--- src/rtl/blinkseq_if.sv ---
// Button and display bundle for the LED sequencer.
// The board side is the master. The sequencer is the slave.
interface blinkseq_if #(
    parameter int NLED = 4,
    parameter int SPDW = 2
);
    logic [2:0]      BTN;
    logic [NLED-1:0] LED;
    logic [SPDW-1:0] SPEED;
    logic [1:0]      MODE;
    logic            PAUSED;

    modport master (output BTN, input LED, SPEED, MODE, PAUSED);
    modport slave  (input BTN, output LED, SPEED, MODE, PAUSED);
endinterface

--- src/rtl/blinkseq.sv ---
// LED pattern sequencer with four display modes, a selectable step rate and pause.
// Each raw button is synchronised and debounced into a single-cycle press event.
module debounce #(
    parameter int DEBW = 16
) (
    input  logic CLK,
    input  logic RST,
    input  logic BTNIN,
    output logic BTNOUT
);
    logic            r_sync0;
    logic            r_sync1;
    logic            r_state;
    logic            r_pulse;
    logic [DEBW-1:0] r_cnt;
    logic            w_settled;

    // A new level is accepted after it has stayed stable for 2**DEBW cycles.
    assign w_settled = (r_sync1 != r_state) && (r_cnt == {DEBW{1'b1}});
    assign BTNOUT    = r_pulse;

    always_ff @(posedge CLK) begin
        if (RST) begin
            r_sync0 <= 1'b0;
            r_sync1 <= 1'b0;
            r_state <= 1'b0;
            r_pulse <= 1'b0;
            r_cnt   <= '0;
        end else begin
            r_sync0 <= BTNIN;
            r_sync1 <= r_sync0;
            r_pulse <= w_settled && r_sync1;
            if (r_sync1 == r_state) begin
                r_cnt <= '0;
            end else if (w_settled) begin
                r_state <= r_sync1;
                r_cnt   <= '0;
            end else begin
                r_cnt <= r_cnt + 1'b1;
            end
        end
    end
endmodule

module blinkseq #(
    parameter int NLED = 4,
    parameter int DIVW = 27,
    parameter int SPDW = 2,
    parameter int DEBW = 16
) (
    input  logic       CLK,
    input  logic       RST,
    blinkseq_if.slave  bus
);
    typedef enum logic [1:0] {
        M_ROTATE   = 2'd0,
        M_PINGPONG = 2'd1,
        M_BINARY   = 2'd2,
        M_BLINK    = 2'd3
    } mode_t;

    localparam logic [NLED-1:0] LED_ONE = {{(NLED-1){1'b0}}, 1'b1};

    logic [2:0]      w_ev;
    logic [DIVW-1:0] r_cnt,    w_cntNext;
    logic [DIVW-1:0] w_mask;
    logic [NLED-1:0] r_led,    w_ledNext;
    logic [SPDW-1:0] r_speed,  w_speedNext;
    mode_t           r_mode,   w_modeNext;
    logic            r_dirUp,  w_dirUpNext;
    logic            r_paused, w_pausedNext;
    logic            w_tick;
    logic            w_step;

    for (genvar g = 0; g < 3; g++) begin : g_deb
        debounce #(.DEBW(DEBW)) u_deb (
            .CLK    (CLK),
            .RST    (RST),
            .BTNIN  (bus.BTN[g]),
            .BTNOUT (w_ev[g])
        );
    end

    always_ff @(posedge CLK) begin
        if (RST) begin
            r_cnt    <= '0;
            r_led    <= LED_ONE;
            r_speed  <= '0;
            r_mode   <= M_ROTATE;
            r_dirUp  <= 1'b1;
            r_paused <= 1'b0;
        end else begin
            r_cnt    <= w_cntNext;
            r_led    <= w_ledNext;
            r_speed  <= w_speedNext;
            r_mode   <= w_modeNext;
            r_dirUp  <= w_dirUpNext;
            r_paused <= w_pausedNext;
        end
    end

    // A mode event reinitialises the pattern and takes priority over a step in the same cycle.
    always_comb begin
        w_mask       = {DIVW{1'b1}} >> r_speed;
        w_tick       = (r_cnt & w_mask) == w_mask;
        w_step       = w_tick && !r_paused && !w_ev[1];
        w_cntNext    = r_cnt + 1'b1;
        w_ledNext    = r_led;
        w_dirUpNext  = r_dirUp;
        w_modeNext   = r_mode;
        w_speedNext  = r_speed + SPDW'(w_ev[0]);
        w_pausedNext = r_paused ^ w_ev[2];

        if (w_ev[1]) begin
            w_modeNext  = mode_t'(r_mode + 2'd1);
            w_cntNext   = '0;
            w_dirUpNext = 1'b1;
            case (w_modeNext)
                M_BINARY: w_ledNext = '0;
                M_BLINK:  w_ledNext = '1;
                default:  w_ledNext = LED_ONE;
            endcase
        end else if (w_step) begin
            case (r_mode)
                M_ROTATE: w_ledNext = {r_led[NLED-2:0], r_led[NLED-1]};
                M_PINGPONG: begin
                    if (r_dirUp) begin
                        w_ledNext = r_led << 1;
                        if (r_led[NLED-2]) w_dirUpNext = 1'b0;
                    end else begin
                        w_ledNext = r_led >> 1;
                        if (r_led[1]) w_dirUpNext = 1'b1;
                    end
                end
                M_BINARY: w_ledNext = r_led + LED_ONE;
                default:  w_ledNext = ~r_led;
            endcase
        end
    end

    assign bus.LED    = r_led;
    assign bus.SPEED  = r_speed;
    assign bus.MODE   = r_mode;
    assign bus.PAUSED = r_paused;
endmodule

--- src/flat_wrapper.sv ---
// flat-port wrapper written by rule: the top's interface ports become plain ports
module blinkseq_flat 
#(
    parameter int NLED = 4,
    parameter int DIVW = 27,
    parameter int SPDW = 2,
    parameter int DEBW = 16
)
  (CLK, RST, bus_BTN, bus_LED, bus_SPEED, bus_MODE, bus_PAUSED);
  blinkseq_if #(.NLED(NLED), .SPDW(SPDW)) bus_i ();
  input  logic CLK;
  input  logic RST;
  input wire logic [$bits(bus_i.BTN)-1:0] bus_BTN;
  output wire logic [$bits(bus_i.LED)-1:0] bus_LED;
  output wire logic [$bits(bus_i.SPEED)-1:0] bus_SPEED;
  output wire logic [$bits(bus_i.MODE)-1:0] bus_MODE;
  output wire logic [$bits(bus_i.PAUSED)-1:0] bus_PAUSED;
  assign bus_i.BTN = bus_BTN;
  assign bus_LED = bus_i.LED;
  assign bus_SPEED = bus_i.SPEED;
  assign bus_MODE = bus_i.MODE;
  assign bus_PAUSED = bus_i.PAUSED;
  blinkseq #(.NLED(NLED), .DIVW(DIVW), .SPDW(SPDW), .DEBW(DEBW)) u_core (.CLK(CLK), .RST(RST), .bus(bus_i));
endmodule
--- config.mk ---
export PLATFORM = sky130hd
export DESIGN_NAME = blinkseq_flat
export DESIGN_NICKNAME = d
export VERILOG_FILES = /design/src/rtl/blinkseq_if.sv /design/src/rtl/blinkseq.sv /design/src/flat_wrapper.sv
export SDC_FILE = /design/constraint.sdc
export NUM_CORES = 1
export LEC_CHECK = 0
export ABC_AREA = 0
export CORE_UTILIZATION = 60
export DETAILED_ROUTE_END_ITERATION = 10
export DONT_BUFFER_PORTS = 1
export GPL_TIMING_DRIVEN = 0
export PLACE_DENSITY_LB_ADDON = 0.08
export SLEW_MARGIN = 30
export SYNTH_ARGS = -nofsm -noshare
export SYNTH_HDL_FRONTEND = slang
export SYNTH_SLANG_ARGS = --single-unit
--- constraint.sdc ---
create_clock -name CLK -period 4.8 [get_ports CLK]
set_clock_uncertainty 0.1 [all_clocks]
set_input_delay 0.96 -clock CLK [delete_from_list [all_inputs] [get_ports CLK]]
set_output_delay 0.96 -clock CLK [all_outputs]
set_load 0.01 [all_outputs]
==> impl_metrics.yaml, run 1 <==
yosys:
  yosys_most_used_dff: "dfxtp_1"
  async_flop_share_pct: 0
  ys_top_cells_by_area: "dfxtp_1, xor2_1, nor2_1"
  yosys.area.top_type: "dfxtp_1"
  yosysWarnings: 0
  syn_area_per_cell_um2: 9.18
  yosysMostFrequentCell: "dfxtp_1"
  synth-edff-count: 0
  seq_area_frac_synth_pct: 47.0
  ys_top_cells_by_count: "dfxtp_1, nor2_1, xor2_1"
  synth_top_area_share_pct: 47.0
  synthesis.nets: 466
  synth_seq_cells: 97
  synth_cell_types: 43
  syn_inst: 450
  syn_area_mm2: 0.00413
global_routing:
  grt_max_degree: 18
  grt-ovfl-total: 0
  grt_pass1_vias: 2792
  grt_pass1_wl_um: 12100
  antenna_found_initial: 0
  grtUsageTotal_pct: 20.6
setup_path:
  required_ns: 4.97
  end_kind: "register"
  cp_slowest_cell: "nor3_4"
  cp_common_cell: "nand4_4"
  r2r-start: "u_core.r_cnt[0]$_SDFF_PP0_"
  cp-start-kind: "register"
  crit_path_max_fanout: 9
  path_cells: "ha_1 -> nand4_4 -> nor3_4 -> nand4_4 -> a221o_1 -> a311oi_1"
  crit_type: "reg2reg"
  crit_path_max_incr_delay_ns: 0.46
  cp.arrival_ns: 2.50
  critPathLaunch: "u_core.r_cnt[0]$_SDFF_PP0_"
final_layout:
  stdcell_area_mm2: 0.00440
  finish.utilization_pct: 67.8
  diodes: 0
  fin_cells: 543
  layout-drive-gt1-share_pct: 4.94
  nets: 477
  area_delta_synth_final_pct: 6.63
power:
  pwr_density_cell_mw_per_mm2: 297
  fin_total_pwr_mw: 1.31
  p_leak_nw: 1.58
  ir_drop_v: 0.000246
placement:
  dp_cells: 527
  globalplace.congestion: 0.844
  placed_area_mm2: 0.00423
  detailedPlace.worstSlack_ns: 2.50
  hpwl_um: 4890
  numPortBuffers: 0
cts:
  clkTransAtPathRegs_ns: 0.09
  clock_latency_ns: 0.36
  cts_hold_buf: 0
  cts_tree: "built"
  ctsResizeCount: 0
  cts-root-buf: "clkbuf_8"
  cts_made_buffers: 9
  cts.htree.levels: 3
  post_cts_buffers: 0
  clock_sinks: 97
  clockBufferDepth: 2
die:
  dieArea_mm2: 0.00722
  start_util_pct: 63.6
  die_w_um: 85.0
  core-area_mm2: 0.00649
  row_count: 29
  ios: 14
  die_height_um: 85.0
drt:
  viasPerCell: 5.45
  drc: 0
  vias: 2957
  wl_um: 6860
  wl_per_cell_um: 12.6
  ant_nets: 0
  drtIter0Drc: 87
  first_pass_iters: 5
timing:
  rsz0062_at_grt: "false"
  fin_crit_ns: 2.32
  fin_setup_tns_ns: 0
  setup_viol: 0
  hold_violations: 0
  fmax_mhz: 430
  slew_headroom_pct: 62.9
  holdWs_ns: 0.344
  worst_pin_slew_ns: 0.553
  min_period_over_period_pct: 48.4
  setup_slack_ns: 2.48
  slew_viol_final: 0
job:
  cap_violations: 0
worst_hold_path:
  hp-class: "reg2reg"
  min-delay-start: "u_core.g_deb[1].u_deb.r_sync0$_SDFF_PP0_"
run_status:
  status: "complete, no violations"
-- where the power goes --
| group | internal [mW] | switching, mW | leakage (nW) |
|---|---|---|---|
| Combinational | 0.00673 | 0.0127 | 0.717 |
| Clock | 0.195 | 0.281 | 0.0839 |
| Sequential | 0.809 | 0.00458 | 0.783 |
-- routing by layer --
layer | track usage (%) | vias up | share of wire (%) | wire length, um
li1 | - | 1548 | - | -
met1 | 25.9 | 1368 | 49 | 3340
met2 | 33.8 | 32 | 46 | 3130
met3 | 6.71 | 9 | 4.3 | 293
met4 | 6.47 | 0 | 1.4 | 93
met5 | 0 | - | 0 | 0
-- final timing paths --
check	end	slack [ns]	depth (start not counted)
max	u_core.bus.LED[1]$_SDFFE_PP0P_	2.48	6
min	u_core.g_deb[1].u_deb.r_sync1$_SDFF_PP0_	0.34	1
max reg2reg	u_core.bus.LED[1]$_SDFFE_PP0P_	2.48	6
min reg2reg	u_core.g_deb[1].u_deb.r_sync1$_SDFF_PP0_	0.34	1
-- sequential cells by signal, summed over array words and instances (netlist names), 2 cells and up --
| name | count |
|---|---|
| u_core.g_deb.u_deb.BTNOUT | 3 |
| u_core.g_deb.u_deb.r_sync0 | 3 |
| u_core.r_cnt | 27 |
| u_core.g_deb.u_deb.r_state | 3 |
| u_core.bus.SPEED | 2 |
| u_core.bus.MODE | 2 |
| u_core.g_deb.u_deb.r_cnt | 48 |
| u_core.g_deb.u_deb.r_sync1 | 3 |
| u_core.bus.LED | 4 |
-- critical path, delay by kind of cell (launching register included) --
family | cells | cell delay [ns]
AO/OA/AOI/OAI | 2 | 0.58
AND/OR/NAND/NOR | 3 | 0.88
adder cells (fa/ha/maj) | 1 | 0.27
flip-flops | 1 | 0.40
-- layout make-up --
| cell class | instances | area (um^2) |
|---|---|---|
| buffer | 15 | 57.6 |
| inverter | 10 | 37.5 |
| fill | 541 | 2090 |
| multi-input combinational | 328 | 2090 |
| tap | 77 | 96.3 |
| clock buffer | 10 | 128 |
| clock inverter | 6 | 50.0 |
| sequential | 97 | 1940 |
-- cells in the final DEF, fill, tap and decap left out, types with 2 or more instances in the layout --
| cell | instances |
|---|---|
| o22ai_1 | 3 |
| inv_1 | 10 |
| and2_1 | 3 |
| nor2_1 | 87 |
| nor4b_1 | 3 |
| nor2b_1 | 9 |
| nand2_1 | 21 |
| dfxtp_1 | 97 |
| xnor2_1 | 28 |
| ha_1 | 11 |
| nor3_1 | 6 |
| o21ai_0 | 8 |
| nand3_1 | 33 |
| clkbuf_8 | 9 |
| and4_1 | 11 |
| nand2b_1 | 5 |
| clkbuf_1 | 13 |
| and3_1 | 11 |
| a21oi_1 | 7 |
| or3_1 | 2 |
| inv_6 | 3 |
| mux2i_1 | 7 |
| nand4_1 | 12 |
| buf_1 | 2 |
| xor2_1 | 41 |
| clkinvlp_4 | 2 |
| nand4_4 | 2 |
-- cell families (layout without fill, tap and decap cells) --
logic type | Yosys count | count (layout) | synth area share, %
buffers and inverters | 25 | 41 | 2.30
multiplexers | 7 | 7 | 1.70
flip-flops | 97 | 97 | 47.0
AND/OR/NAND/NOR | 213 | 213 | 26.7
XOR/XNOR | 69 | 69 | 14.6
adder cells (fa/ha/maj) | 11 | 11 | 3.33
AO/OA/AOI/OAI | 28 | 28 | 4.27
No activity file was read; power rests on OpenSTA's default activity.
==> run 2: changes to the inputs <==
Clock period 4.8 ns to 2.4 ns, I/O delays scaled along.
==> run 2 against run 1 <==
Clock power increased by 100%. Core utilization increased by 0.31 points. Hold slack worse by 0.19 ns. Critical path depth stayed put. Power is 100% higher. Cell count grew 0.37%. Non-clock buffer count is 2 higher. First-iteration DRC count rose by 1.1%. Combinational power increased by 99%. Largest cell class unchanged.
==> impl_metrics.yaml, run 2 (synthesized netlist as in run 1, its figures left out) <==
cts:
  cts.htree.levels: 3
  clock_sinks: 97
  clkTransAtPathRegs_ns: 0.10
  cts_made_buffers: 9
  cts-root-buf: "clkbuf_8"
  clock_latency_ns: 0.36
  cts_hold_buf: 0
  cts_tree: "built"
  clockBufferDepth: 2
worst_hold_path:
  hp-class: "in2reg"
global_routing:
  grtUsageTotal_pct: 20.6
  grt_max_degree: 18
  grt_pass1_wl_um: 12100
  grt-ovfl-total: 0
  antenna_found_initial: 0
  grt_pass1_vias: 2792
timing:
  min_period_over_period_pct: 89.3
  slew_viol_final: 0
  hold_violations: 0
  setup_viol: 0
  worst_pin_slew_ns: 0.545
  fin_setup_tns_ns: 0
  slew_headroom_pct: 63.4
  fin_crit_ns: 2.14
  fmax_mhz: 467
  rsz0062_at_grt: "false"
drt:
  viasPerCell: 5.49
  wl_per_cell_um: 12.7
  ant_nets: 0
  drtIter0Drc: 88
  first_pass_iters: 4
  drc: 0
  vias: 2992
  wl_um: 6930
final_layout:
  finish.utilization_pct: 68.1
  mostFrequentLayoutCells: "dfxtp_1, nor2_1, xor2_1, nand3_1, xnor2_1"
  area_delta_synth_final_pct: 7.12
  largest_reg_flops: 48
  diodes: 0
  layout_commonest_cell: "dfxtp_1"
  nets: 479
  top_register: "u_core.g_deb.u_deb.r_cnt"
  layout-drive-gt1-share_pct: 5.77
die:
  die_w_um: 85.0
  die_height_um: 85.0
  row_count: 29
  dieArea_mm2: 0.00722
  start_util_pct: 63.6
  core-area_mm2: 0.00649
  ios: 14
power:
  p_leak_nw: 1.60
  ir_drop_v: 0.000493
  pwr_density_cell_mw_per_mm2: 592
setup_path:
  end_kind: "register"
  required_ns: 2.57
  cp.arrival_ns: 2.32
  reg2reg_slack_ns: 0.26
  crit_type: "reg2reg"
  cp-start-kind: "register"
  crit_path_max_fanout: 7
placement:
  hpwl_um: 4890
  numPortBuffers: 0
  globalplace.congestion: 0.844
job:
  cap_violations: 0
run_status:
  status: "complete, no violations"
==> run 2: cell type report <==
| class | count | area (um^2) |
|---|---|---|
| plain buffers | 14 | 55.1 |
| clock buffers | 10 | 128 |
| clock inverters | 6 | 50.0 |
| fillers | 542 | 2070 |
| inverters | 10 | 37.5 |
| multi-input cells | 328 | 2090 |
| flip-flops and latches | 97 | 1940 |
| well taps | 77 | 96.3 |
| repair buffers | 3 | 22.5 |
==> run 2: per-layer routing <==
| layer | GRT usage, % | routed length [um] |
|---|---|---|
| met1 | 25.9 | 3370 |
| met2 | 33.8 | 3160 |
| met3 | 6.71 | 313 |
| met4 | 6.47 | 93 |
| met5 | 0 | 0 |
==> run 2: final timing paths <==
check,start,endpoint,cells after the start
worst min register to register,u_core.g_deb[1].u_deb.r_sync0$_SDFF_PP0_,u_core.g_deb[1].u_deb.r_sync1$_SDFF_PP0_,1
worst max register to register,u_core.r_cnt[0]$_SDFF_PP0_,u_core.bus.LED[1]$_SDFFE_PP0P_,6
worst min-delay path,bus_BTN[0],u_core.g_deb[0].u_deb.r_sync0$_SDFF_PP0_,1
worst max-delay path,u_core.r_cnt[0]$_SDFF_PP0_,u_core.bus.LED[1]$_SDFFE_PP0P_,6
==> run 2: report_power, final <==
group          internal (mW)  switching (mW)  total (mW)
Sequential              1.62         0.00933        1.63
Combinational         0.0134          0.0255      0.0389
Clock                  0.390           0.564       0.954
Total                   2.02           0.599        2.62
==> run 2: what timing repair did <==
action,4_1_cts,5_1_grt
setup buffers,0,3
gates resized for setup,0,2
setup endpoints to repair,0,21
==> run 2: metrics by stage <==
stage	setup WS, ns	area [um^2]	std cells	power, mW	hold slack [ns]
2_1_floorplan	0.387	4130	450	1.69	0.313
3_3_place_gp	0.104	4230	527	1.70	0.317
3_5_place_dp	0.0966	4230	527	1.71	0.331
4_1_cts	0.0731	4400	543	2.66	0.129
5_1_grt	0.0399	4420	545	2.72	0.125
6_report	0.257	4420	545	2.62	0.151
==> run 2: worst max-delay path: stages, from the launching register on <==
cell	delay (ns)
dfxtp_1	0.41
ha_1	0.28
nand4_4	0.16
nor3_4	0.31
nand4_4	0.24
a221o_1	0.33
a311oi_1	0.25
==> run 3: changes to the inputs <==
Settings changed: SKIP_LAST_GASP from default to 1.
==> results of run 3 <==
No change in the layout: final DEF, timing and power equal those of run 2.
